==> config.mk <==
export PLATFORM = sky130hd
export DESIGN_NAME = pe_cfg_sched
export DESIGN_NICKNAME = d
export VERILOG_FILES = /design/src/rtl/pe_cfg_pkg.sv /design/src/rtl/pe_cfg_timer.sv /design/src/rtl/pe_cfg_sched.sv
export SDC_FILE = /design/constraint.sdc
export NUM_CORES = 1
export LEC_CHECK = 0
export ABC_AREA = 0
export CORE_MARGIN = 1
export CORE_UTILIZATION = 46
export DETAILED_ROUTE_END_ITERATION = 8
export GPL_TIMING_DRIVEN = 0
export PLACE_DENSITY = 0.79
export SKIP_LAST_GASP = 1
export SLEW_MARGIN = 15
export SYNTH_ARGS = -nofsm -noshare
export SYNTH_HDL_FRONTEND = slang
export SYNTH_HIERARCHICAL = 1
export SYNTH_SLANG_ARGS = --single-unit
==> constraint.sdc <==
create_clock -name clk -period 2.56 [get_ports clk]
set_clock_uncertainty 0.2 [all_clocks]
set_input_delay 0.64 -clock clk [delete_from_list [all_inputs] [get_ports clk]]
set_output_delay 0.64 -clock clk [all_outputs]
set_load 0.02 [all_outputs]
==> src/rtl/pe_cfg_pkg.sv <==
// Shared types, widths and helpers for the PE-array configuration scheduler.
package pe_cfg_pkg;

  localparam int unsigned KSIZE_W = 8;

  typedef enum logic [2:0] {
    ST_IDLE   = 3'd0,
    ST_DRAIN  = 3'd1,
    ST_FLUSH  = 3'd2,
    ST_WAIT   = 3'd3,
    ST_SETTLE = 3'd4
  } pe_cfg_state_t;

  // A kernel must span at least one and at most every column of the array.
  function automatic logic ksize_legal(input logic [KSIZE_W-1:0] ksize,
                                       input int unsigned        num_col);
    return (ksize != '0) && (32'(ksize) <= num_col);
  endfunction

endpackage

==> src/rtl/pe_cfg_timer.sv <==
// Loadable down-counter with zero flag; reloaded by the scheduler on each state entry.
module pe_cfg_timer #(
  parameter int unsigned W = 8
) (
  input  logic         clk,
  input  logic         rstn,
  input  logic         i_load,
  input  logic [W-1:0] i_load_val,
  output logic         o_zero_c
);

  logic [W-1:0] r_cnt;

  always_ff @(posedge clk or negedge rstn) begin
    if (!rstn) begin
      r_cnt <= '0;
    end else if (i_load) begin
      r_cnt <= i_load_val;
    end else if (r_cnt != '0) begin
      r_cnt <= r_cnt - W'(1);
    end
  end

  assign o_zero_c = (r_cnt == '0);

endmodule

==> src/rtl/pe_cfg_sched.sv <==
// Kernel-size reconfiguration scheduler: drain, flush, wait idle, settle, re-enable.
// Optional feature macro: PE_CFG_TIMEOUT_EN (bounded waits in DRAIN and WAIT).
module pe_cfg_sched
  import pe_cfg_pkg::*;
#(
  parameter int unsigned NUM_COL       = 10,
  parameter int unsigned DEFAULT_KSIZE = 3,
  parameter int unsigned FLUSH_MIN     = 2,
  parameter int unsigned SETTLE_CYCLES = 4,
  parameter int unsigned TIMEOUT       = 255
) (
  input  logic               clk,
  input  logic               rstn,
  input  logic               cfg_valid,
  output logic               cfg_ready,
  input  logic [KSIZE_W-1:0] cfg_kernel_size,
  output logic               cfg_done,
  output logic               cfg_err,
  input  logic               bus_busy,
  input  logic               flush_busy,
  input  logic               rst_busy,
  output logic               flush,
  output logic [KSIZE_W-1:0] kernel_size,
  output logic               run_en
);

  localparam int unsigned MAX_FS  = (FLUSH_MIN > SETTLE_CYCLES) ? FLUSH_MIN : SETTLE_CYCLES;
  localparam int unsigned CNT_MAX = (TIMEOUT > MAX_FS) ? TIMEOUT : MAX_FS;
  localparam int unsigned CNT_W   = $clog2(CNT_MAX + 1);

  pe_cfg_state_t      r_state, w_state_nxt;
  logic [KSIZE_W-1:0] r_kernel_size, w_kernel_size_nxt;
  logic [KSIZE_W-1:0] r_req_ksize, w_req_ksize_nxt;
  logic               r_run_en, w_run_en_nxt;
  logic               r_cfg_done, w_cfg_done_nxt;
  logic               r_cfg_err, w_cfg_err_nxt;
  logic               w_tmr_load;
  logic [CNT_W-1:0]   w_tmr_val;
  logic               w_tmr_zero;

  pe_cfg_timer #(.W(CNT_W)) u_timer (
    .clk        (clk),
    .rstn       (rstn),
    .i_load     (w_tmr_load),
    .i_load_val (w_tmr_val),
    .o_zero_c   (w_tmr_zero)
  );

  always_ff @(posedge clk or negedge rstn) begin
    if (!rstn) begin
      r_state       <= ST_IDLE;
      r_kernel_size <= KSIZE_W'(DEFAULT_KSIZE);
      r_req_ksize   <= KSIZE_W'(DEFAULT_KSIZE);
      r_run_en      <= 1'b0;
      r_cfg_done    <= 1'b0;
      r_cfg_err     <= 1'b0;
    end else begin
      r_state       <= w_state_nxt;
      r_kernel_size <= w_kernel_size_nxt;
      r_req_ksize   <= w_req_ksize_nxt;
      r_run_en      <= w_run_en_nxt;
      r_cfg_done    <= w_cfg_done_nxt;
      r_cfg_err     <= w_cfg_err_nxt;
    end
  end

  // Timer is loaded with (count - 1) on entry so zero marks the last cycle of the state.
  always_comb begin
    w_state_nxt       = r_state;
    w_kernel_size_nxt = r_kernel_size;
    w_req_ksize_nxt   = r_req_ksize;
    w_run_en_nxt      = r_run_en;
    w_cfg_done_nxt    = 1'b0;
    w_cfg_err_nxt     = 1'b0;
    w_tmr_load        = 1'b0;
    w_tmr_val         = '0;
    case (r_state)
      ST_IDLE: begin
        if (cfg_valid) begin
          if (ksize_legal(cfg_kernel_size, NUM_COL)) begin
            w_req_ksize_nxt = cfg_kernel_size;
            w_run_en_nxt    = 1'b0;
            w_state_nxt     = ST_DRAIN;
            w_tmr_load      = 1'b1;
            w_tmr_val       = CNT_W'(TIMEOUT - 1);
          end else begin
            w_cfg_err_nxt = 1'b1;
          end
        end
      end
      ST_DRAIN: begin
        if (!bus_busy) begin
          w_state_nxt       = ST_FLUSH;
          w_kernel_size_nxt = r_req_ksize;
          w_tmr_load        = 1'b1;
          w_tmr_val         = CNT_W'(FLUSH_MIN - 1);
        end
`ifdef PE_CFG_TIMEOUT_EN
        else if (w_tmr_zero) begin
          w_state_nxt   = ST_IDLE;
          w_cfg_err_nxt = 1'b1;
        end
`endif
      end
      ST_FLUSH: begin
        if (w_tmr_zero) begin
          w_state_nxt = ST_WAIT;
          w_tmr_load  = 1'b1;
          w_tmr_val   = CNT_W'(TIMEOUT - 1);
        end
      end
      ST_WAIT: begin
        if (!flush_busy && !rst_busy) begin
          w_state_nxt = ST_SETTLE;
          w_tmr_load  = 1'b1;
          w_tmr_val   = CNT_W'(SETTLE_CYCLES - 1);
        end
`ifdef PE_CFG_TIMEOUT_EN
        else if (w_tmr_zero) begin
          w_state_nxt   = ST_IDLE;
          w_cfg_err_nxt = 1'b1;
        end
`endif
      end
      ST_SETTLE: begin
        if (w_tmr_zero) begin
          w_state_nxt    = ST_IDLE;
          w_cfg_done_nxt = 1'b1;
          w_run_en_nxt   = 1'b1;
        end
      end
      default: w_state_nxt = ST_IDLE;
    endcase
  end

  assign cfg_ready   = (r_state == ST_IDLE);
  assign flush       = (r_state == ST_FLUSH);
  assign kernel_size = r_kernel_size;
  assign run_en      = r_run_en;
  assign cfg_done    = r_cfg_done;
  assign cfg_err     = r_cfg_err;

endmodule

# Word-level counts from Yosys, hierarchy flattened
# Index checks and enable logic that the tools add are counted.
# word_totals
reg_bits	30
out_inout_bits	13
elab_cells	63
# classes
addsub	1
n_lt_le_gt_ge	1
n_eq_ne	10
mux	29
n_bitwise	1
reduce_logical	14
# op_table
op	n
$mux W8	5
$pmux W8 S4	1
$mux W3	6
$reduce_bool A8 Y1	2
$pmux W3 S5	1
$mux W1	13
$le A8 B4 Y1 const B	1
$logic_not A8 Y1	1
$sub A8 B1 Y8 const B	1
$eq A3 B2 Y1 const B	2
$ne A2 B1 Y1 const B	3
$ne A2 B2 Y1 const B	3
$reduce_and A6 Y1	1
$pmux W1 S4	1
$reduce_and A4 Y1	1
$reduce_bool A2 Y1	2
$eq A3 B1 Y1 const B	1
$eq A3 B3 Y1 const B	1
$logic_not A3 Y1	1
$reduce_and A3 Y1	1
$logic_and A1 B1 Y1	2
$logic_not A1 Y1	2
$mux W2	1
$pmux W1 S2	1
2 further kinds	2

# Longest topological paths before layout
# Gate-level depths: netlist (run 1).
# depth
word_depth	6
mapped_depth	11

# By module
# The synthesis (run 1) kept the hierarchy.
# by_module_without_submodules
mod	n_inst	cells_each	area_each_um2	seq_area_each_um2
pe_cfg_sched	1	81	1039.7	555.5
pe_cfg_timer	1	54	476.7	200.2

# Least setup slack after synthesis (run 1)
# Ideal clock, no wire load.
# synth_path
kind	reg2reg
startpoint	register u_timer.r_cnt[0]
endpoint	register u_timer.r_cnt[4]
setup_time_ns	0.080
arrival_time_ns	2.409
t_required_ns	2.280
setup_slack_ns	-0.128
stages_incl_launch_ff	12
cell_sequence	dfrtp_1 > inv_1 > ha_1 > or3b_1 > clkbuf_2 > nor2_1 > and3b_1 > a211oi_1 > o21ai_0 > dlygate4sd1_1 > a21oi_1 > a2bb2oi_1
# synth_via
elab_chain_cells	4
elab_cells_between_ends	10
classes_between	1 x add/sub; 6 x mux; 3 x reduce/logical
# synth_lines
item	line	source
start: declaration	pe_cfg_timer.sv:12	logic [W-1:0] r_cnt;
start signal: assignment	pe_cfg_timer.sv:18	r_cnt <= i_load_val;
start signal: assignment	pe_cfg_timer.sv:20	r_cnt <= r_cnt - W'(1);
$logic_not A8 Y1 *	pe_cfg_timer.sv:24	assign o_zero_c = (r_cnt == '0);
via w_tmr_zero	pe_cfg_sched.sv:39	logic w_tmr_zero;
$mux W1 *	pe_cfg_sched.sv:106	if (w_tmr_zero) begin
$pmux W1 S4 *	pe_cfg_sched.sv:77	case (r_state)
via w_tmr_load	pe_cfg_sched.sv:37	logic w_tmr_load;
$mux W8 or $reduce_bool A2 Y1 (tied branches)	-	
# The timed path passes the listed nets; every way through them passes the cells marked *. The select of a mux whose other input is x is not followed.
# A chain may end at the register's enable or synchronous reset.

# Worst setup path in the final report (run 1)
# layout_path
startpoint	input cfg_kernel_size[1]
endpoint	register u_timer.r_cnt[1]
# layout_via
elab_chain_cells	6
elab_cells_between_ends	11
classes_between	1 x order compare; 7 x mux; 3 x reduce/logical
# layout_lines
item	line	source
start: declaration	pe_cfg_sched.sv:16	input logic [KSIZE_W-1:0] cfg_kernel_size,
$le A8 B4 Y1 or $reduce_bool A8 Y1 (tied branches)	pe_cfg_pkg.sv:17	return (ksize != '0) && (32'(ksize) <= num_col);
$logic_and A1 B1 Y1 *	pe_cfg_pkg.sv:17	
$mux W1 *	pe_cfg_sched.sv:80	if (ksize_legal(cfg_kernel_size, NUM_COL)) begin
$mux W1 *	pe_cfg_sched.sv:79	if (cfg_valid) begin
$pmux W1 S4 *	pe_cfg_sched.sv:77	
via w_tmr_load	pe_cfg_sched.sv:37	
$mux W8 or $reduce_bool A2 Y1 (tied branches)	-	
# The timed path passes the listed nets; every way through them passes the cells marked *.

==> results of run 1 <==
==> state kept, by name, indices dropped and copies added (netlist names) <==
name,count
cfg_err,1
cfg_done,1
kernel_size,8
u_timer/r_cnt,8
r_req_ksize,8
r_state,3
run_en,1
==> critical path: stages <==
cell and delay [ns]:
clkdlybuf4s50_1 0.47, or4_4 0.58, o2111ai_2 0.12, buf_6 0.18
o21ai_2 0.09, buf_4 0.18, o31ai_1 0.23
==> final timing paths <==
check / from / end / slack [ns] / depth (start not counted)
hold reg to reg: r_req_ksize[7]$_DFFE_PN0P_ / r_req_ksize[7]$_DFFE_PN0P_ / 0.29 / 1
setup reg to reg: u_timer/r_cnt[0]$_DFFE_PN0P_ / u_timer/r_cnt[4]$_DFFE_PN0P_ / 0.14 / 10
min in group clk: r_req_ksize[7]$_DFFE_PN0P_ / r_req_ksize[7]$_DFFE_PN0P_ / 0.29 / 1
max in group asynchronous: rstn / r_state[1]$_DFFE_PN0P_ / 1.57 / 1
setup / recovery: cfg_kernel_size[1] / u_timer/r_cnt[1]$_DFFE_PN0P_ / 0.09 / 7
hold / removal: rstn / cfg_err$_DFF_PN0_ / 0.13 / 1
==> Yosys cell counts (2+ instances only) <==
master and count:
a21oi_1 6, a41oi_1 2, and2_1 6, buf_6 2, dfrtp_1 26, dfstp_2 4, inv_1 4, mux2_2 10
nand2_1 5, nand2b_1 3, nand3_1 2, nand4_1 2, nor2_1 9, nor3_1 4, nor3b_1 5, nor4_1 2
o21a_1 2, o21ai_0 7, o31ai_1 3, or3_1 2, or3b_1 2, or4_1 3
==> layer usage <==
layer  share of wire (%)  wire (um)  up-vias
li1                    -          -      579
met1                  42       1310      577
met2                  52       1640       23
met3                 4.8        150        6
met4                 1.4         44        0
met5                   0          0        -
==> report_power, final <==
part / switching, W / leakage [nW] / total, W / internal [W]
clock network: 0.000162 / 0.0343 / 0.000294 / 0.000132
logic: 0.000238 / 0.379 / 0.000488 / 0.000250
registers: 0.0000947 / 0.384 / 0.000656 / 0.000562
total: 0.000495 / 0.797 / 0.00144 / 0.000943
==> per-stage QoR <==
stage	cell area [um2]	worst slack, ns	util [%]	std cells	hold slack, ns
2_1_floorplan	1520	0.0160	-	135	0.144
3_3_place_gp	1830	-0.372	59.6	205	0.263
3_5_place_dp	1830	-0.488	59.4	205	0.268
4_1_cts	1910	0.000236	62.1	214	0.140
5_1_grt	1950	-0.00931	63.2	216	0.170
6_report	1950	0.0893	63.2	216	0.131
==> area by class of cell <==
cell class | count | share of cell area (%)
sequential | 30 | 38.9
multi-input combinational | 95 | 37.6
timing repair buffer | 30 | 14.5
tap | 44 | 2.83
clock buffer | 6 | 2.64
buffer | 5 | 2.06
inverter | 4 | 0.772
clock inverter | 2 | 0.643
==> cells by family (layout without fill, tap and decap cells) <==
group                    after synthesis  in the layout  synth area share (%)
AND/OR/NAND/NOR                       51             51                  22.6
AO/OA/AOI/OAI                         32             32                  14.8
flip-flops                            30             30                  49.8
multiplexers                          10             10                  7.43
buffers and inverters                 10             47                  3.96
adder cells (fa/ha/maj)                1              1                 0.825
XOR/XNOR                               1              1                 0.578
==> repair_timing <==
action                     in CTS  in global routing
hold buffers                    0                  0
setup endpoints to repair      10                  8
gates resized for setup        13                  5
setup buffers                   1                  3
pin swaps                       1                  1
==> summary.txt, run 1 <==
outcome -> finished, final reports clean
FMAX -> 405 MHz
clock sinks -> 30
Peak supply drop -> 0.000326 V
total power draw -> 0.00144 W
Most used DFF post-synth -> dfrtp_1
Final setup viols -> 0
Static Leak -> 0.797 nW
vias in the first global route -> 1180
RSZ-0062 raised after global routing -> true
final net count -> 186
die height -> 59.4 um
min Tclk post-route -> 2.47 ns
Data arrival, critical path -> 2.50 ns
grt peak-use layer -> met2
Routed Antenna Nets -> 0
DR pass1 iterations -> 4
crit-path max FO -> 10
Clock Pin Slew Worst Setup and Hold Paths -> 0.09 ns
area occupied by multi-input gates -> 732 um2
initial antenna violation count -> 0
gr usage total -> 20.6%
first-pass GRT wire length -> 5290 um
Post-Synthesis Cells -> 135
Num CTS Buffers -> 5
IO Port Bufs -> 26
Max transition margin -> 56.2%
CP required -> 2.59 ns
Register Area -> 757 um2
Residual DRC -> 0
Sum Neg Setup Slack -> 0 ns
syn nets -> 150
Clock Tree Buf Depth -> 2
most common cell after layout, fill and taps aside -> dfrtp_1
final hold violations -> 0
PD cells -> 739 nW/um2
I/O Pins -> 27
largest net degree at the start of global routing -> 31
kind of critical path -> in2reg
WL final -> 3140 um
Die W -> 59.4 um
Placeable Area -> 3080 um2
ranking of synthesized cells by area -> dfrtp_1 43%, mux2_2 7.4%, dfstp_2 6.9%, and2_1 2.5%, nor3b_1 2.5%
1st-iter DRT viols -> 30
Worst setup SP type -> primary input
Yosys Warn Count -> 6
layout cells sized above 1 -> 27.9%
Area Overhead vs Synth -> 28.3%
most frequent cells in the layout -> 25 x dfrtp_1, 23 x clkdlybuf4s50_1, 10 x mux2_2
grt met3 use -> 8.30%
crit path capture type -> flop
register area share after synthesis -> 49.8%
ant diodes -> 0
vias per cell -> 5.49
worst slew pin tran -> 0.656 ns
top-area cell type share of the netlist area -> 42.9%
Slew Viols, Final -> 0
GRT Residual Overflow -> 0
Max-Cap Viols -> 0
area leader, netlist -> dfrtp_1
Seq cells post-synth -> 30
total number of vias -> 1185
fill count -> 257
fin crit share -> 96.5%
post-synth design cell area -> 1520 um2
Hold Path Class -> in2async
DP HPWL -> 2320 um
# rows -> 20
routability cong. -> 0.883
worst skew pair latency -> 0.33 ns
Netlist cell types -> 46
die area -> 3530 um2
met2 Usage GRT -> 34.7%
mean post-synth cell area -> 11.2 um2
CTS Root Cell -> clkbuf_4
number of enable flip-flop cells after synthesis -> 0
H-tree depth -> 2
met1 usage -> 23.3%
TritonCTS clock tree -> done
Async SR Flop Fraction -> 100%
routed len/inst -> 14.5 um
initial core utilization -> 49.3%
(Power assumes the default switching activity.)
==> run 2: changes to the inputs <==
--- a/config.mk
+++ b/config.mk
@@ -9,8 +9,10 @@
 export CORE_MARGIN = 1
 export CORE_UTILIZATION = 46
 export DETAILED_ROUTE_END_ITERATION = 8
+export GPL_ROUTABILITY_DRIVEN = 0
 export GPL_TIMING_DRIVEN = 0
 export PLACE_DENSITY = 0.79
+export SETUP_SLACK_MARGIN = 0.02
 export SKIP_LAST_GASP = 1
 export SLEW_MARGIN = 15
 export SYNTH_ARGS = -nofsm -noshare
==> run 2 against run 1 <==
  * Global-route usage rose by 0.80 points
  * Power up 6.0%
  * Via count increased by 6.4%
==> summary.txt, run 2 (synthesis results as in run 1) <==
outcome -> finished, final reports clean (unchanged)
initial antenna violation count -> 0 (unchanged)
DR pass1 iterations -> 6 (was 4)
crit-path max FO -> 10 (unchanged)
PD cells -> 758 nW/um2 (was 739 nW/um2)
Slew Viols, Final -> 0 (unchanged)
Placeable Area -> 3080 um2 (unchanged)
worst skew pair latency -> 0.32 ns (was 0.33 ns)
IO Port Bufs -> 26 (unchanged)
routed len/inst -> 15.2 um (was 14.5 um)
FMAX -> 403 MHz (was 405 MHz)
WL final -> 3360 um (was 3140 um)
Clock Pin Slew Worst Setup and Hold Paths -> 0.11 ns (was 0.09 ns)
Area Overhead vs Synth -> 32.6% (was 28.3%)
Worst setup SP type -> primary input (unchanged)
kind of critical path -> in2reg (unchanged)
Residual DRC -> 0 (unchanged)
RSZ-0062 raised after global routing -> true (unchanged)
layout cells sized above 1 -> 32.2% (was 27.9%)
worst slack, placed -> -0.477 ns (was -0.488 ns)
placed cells -> 205 (unchanged)
Routed Antenna Nets -> 0 (unchanged)
Non-Filler Instances -> 221 (was 216)
die area -> 3530 um2 (unchanged)
kind of cell adding the most delay to the critical path -> buffers and inverters (unchanged)
crit path capture type -> flop (unchanged)
1st-iter DRT viols -> 79 (was 30)
gr usage total -> 21.4% (was 20.6%)
most common cell after layout, fill and taps aside -> dfrtp_1 (unchanged)
ant diodes -> 0 (unchanged)
initial core utilization -> 49.3% (unchanged)
H-tree depth -> 2 (unchanged)
Slowest-stage cell, CP -> or4_4 (unchanged)
most frequent cells in the layout -> 25 x dfrtp_1, 23 x clkdlybuf4s50_1, 10 x mux2_2 (unchanged)
Peak supply drop -> 0.000472 V (was 0.000326 V)
I/O Pins -> 27 (unchanged)
CP required -> 2.59 ns (about the same)
Final setup viols -> 0 (unchanged)
Max-Cap Viols -> 0 (unchanged)
WHS -> 0.129 ns (was 0.131 ns)
largest net degree at the start of global routing -> 31 (unchanged)
clock sinks -> 30 (unchanged)
Worst Slack Setup Final -> 0.0794 ns (was 0.0893 ns)
CTS Root Cell -> clkbuf_4 (unchanged)
fin crit share -> 96.9% (was 96.5%)
total number of vias -> 1261 (was 1185)
# rows -> 20 (unchanged)
CTS Hold Buffers Added -> 0 (unchanged)
Static Leak -> 0.829 nW (was 0.797 nW)
Num CTS Buffers -> 5 (unchanged)
min Tclk post-route -> 2.48 ns (was 2.47 ns)
worst slew pin tran -> 0.662 ns (was 0.656 ns)
Data arrival, critical path -> 2.51 ns (was 2.50 ns)
Die W -> 59.4 um (unchanged)
final net count -> 191 (was 186)
Max transition margin -> 55.9% (was 56.2%)
TritonCTS clock tree -> done (unchanged)
first-pass GRT wire length -> 5490 um (was 5290 um)
final hold violations -> 0 (unchanged)
GRT Residual Overflow -> 0 (unchanged)
DP HPWL -> 2190 um (was 2320 um)
Hold Path Class -> in2async (unchanged)
CP max stage delay -> 0.58 ns (about the same)
worst-path cell chain -> clkdlybuf4s50_1 > or4_4 > o2111ai_2 > buf_6 > o21ai_2 > buf_4 > o31ai_1 (unchanged)
worst path buffer plus inverter count -> 3 (unchanged)
vias per cell -> 5.71 (was 5.49)
vias in the first global route -> 1202 (was 1180)
Clock Tree Buf Depth -> 2 (unchanged)
die height -> 59.4 um (unchanged)
## run 2: per-stage QoR
stage | TNS (ns) | area [um2] | power [W] | util, %
global placement | -2.78 | 1840 | 0.00105 | 59.7
detailed placement | -3.19 | 1830 | 0.00108 | 59.5
global route | 0 | 2010 | 0.00163 | 65.3
finish | 0 | 2010 | 0.00152 | 65.3
CTS | -0.0285 | 1950 | 0.00144 | 63.4
floorplan | 0 | 1520 | 0.000943 | -
## run 2: timing repair
item	CTS	global route
setup buffers	4	4
resized for setup	15	10
endpoints found under the setup margin	10	8
pin swaps	3	5
## run 2: per-layer routing
layer  GRT usage [%]  routed length [um]  vias up
met4            7.48                  68        0
met1            24.6                1390      616
met5               0                   0        -
met3            7.42                 177       11
met2            36.8                1720       47
li1                -                   -      587
## run 2: cell type report
type                            count  area (um2)
Clock inverter                      2        12.5
Sequential cell                    30         757
Buffer                              6        51.3
Inverter                            4        15.0
Multi-Input combinational cell     95         756
Fill cell                         251        1070
Clock buffer                        6        51.3
Timing Repair Buffer               34         313
Tap cell                           44        55.1
## run 2: path summary, 6_finish.rpt
| path | cells after the start | from | end | slack [ns] |
|---|---|---|---|---|
| min reg2reg | 1 | r_req_ksize[2]$_DFFE_PN0P_ | r_req_ksize[2]$_DFFE_PN0P_ | 0.30 |
| max | 7 | cfg_kernel_size[1] | u_timer/r_cnt[0]$_DFFE_PN0P_ | 0.08 |
| max reg2reg | 11 | u_timer/r_cnt[0]$_DFFE_PN0P_ | u_timer/r_cnt[5]$_DFFE_PN0P_ | 0.08 |
| min | 1 | rstn | u_timer/r_cnt[0]$_DFFE_PN0P_ | 0.13 |
| min in group clk | 1 | r_req_ksize[2]$_DFFE_PN0P_ | r_req_ksize[2]$_DFFE_PN0P_ | 0.30 |
| max in group asynchronous | 1 | rstn | r_state[1]$_DFFE_PN0P_ | 1.56 |
## run 2: where the power goes
part	total, W	internal, W	switching [W]
clock	0.000302	0.000132	0.000170
sequential	0.000659	0.000561	0.0000973
combinational	0.000564	0.000300	0.000264
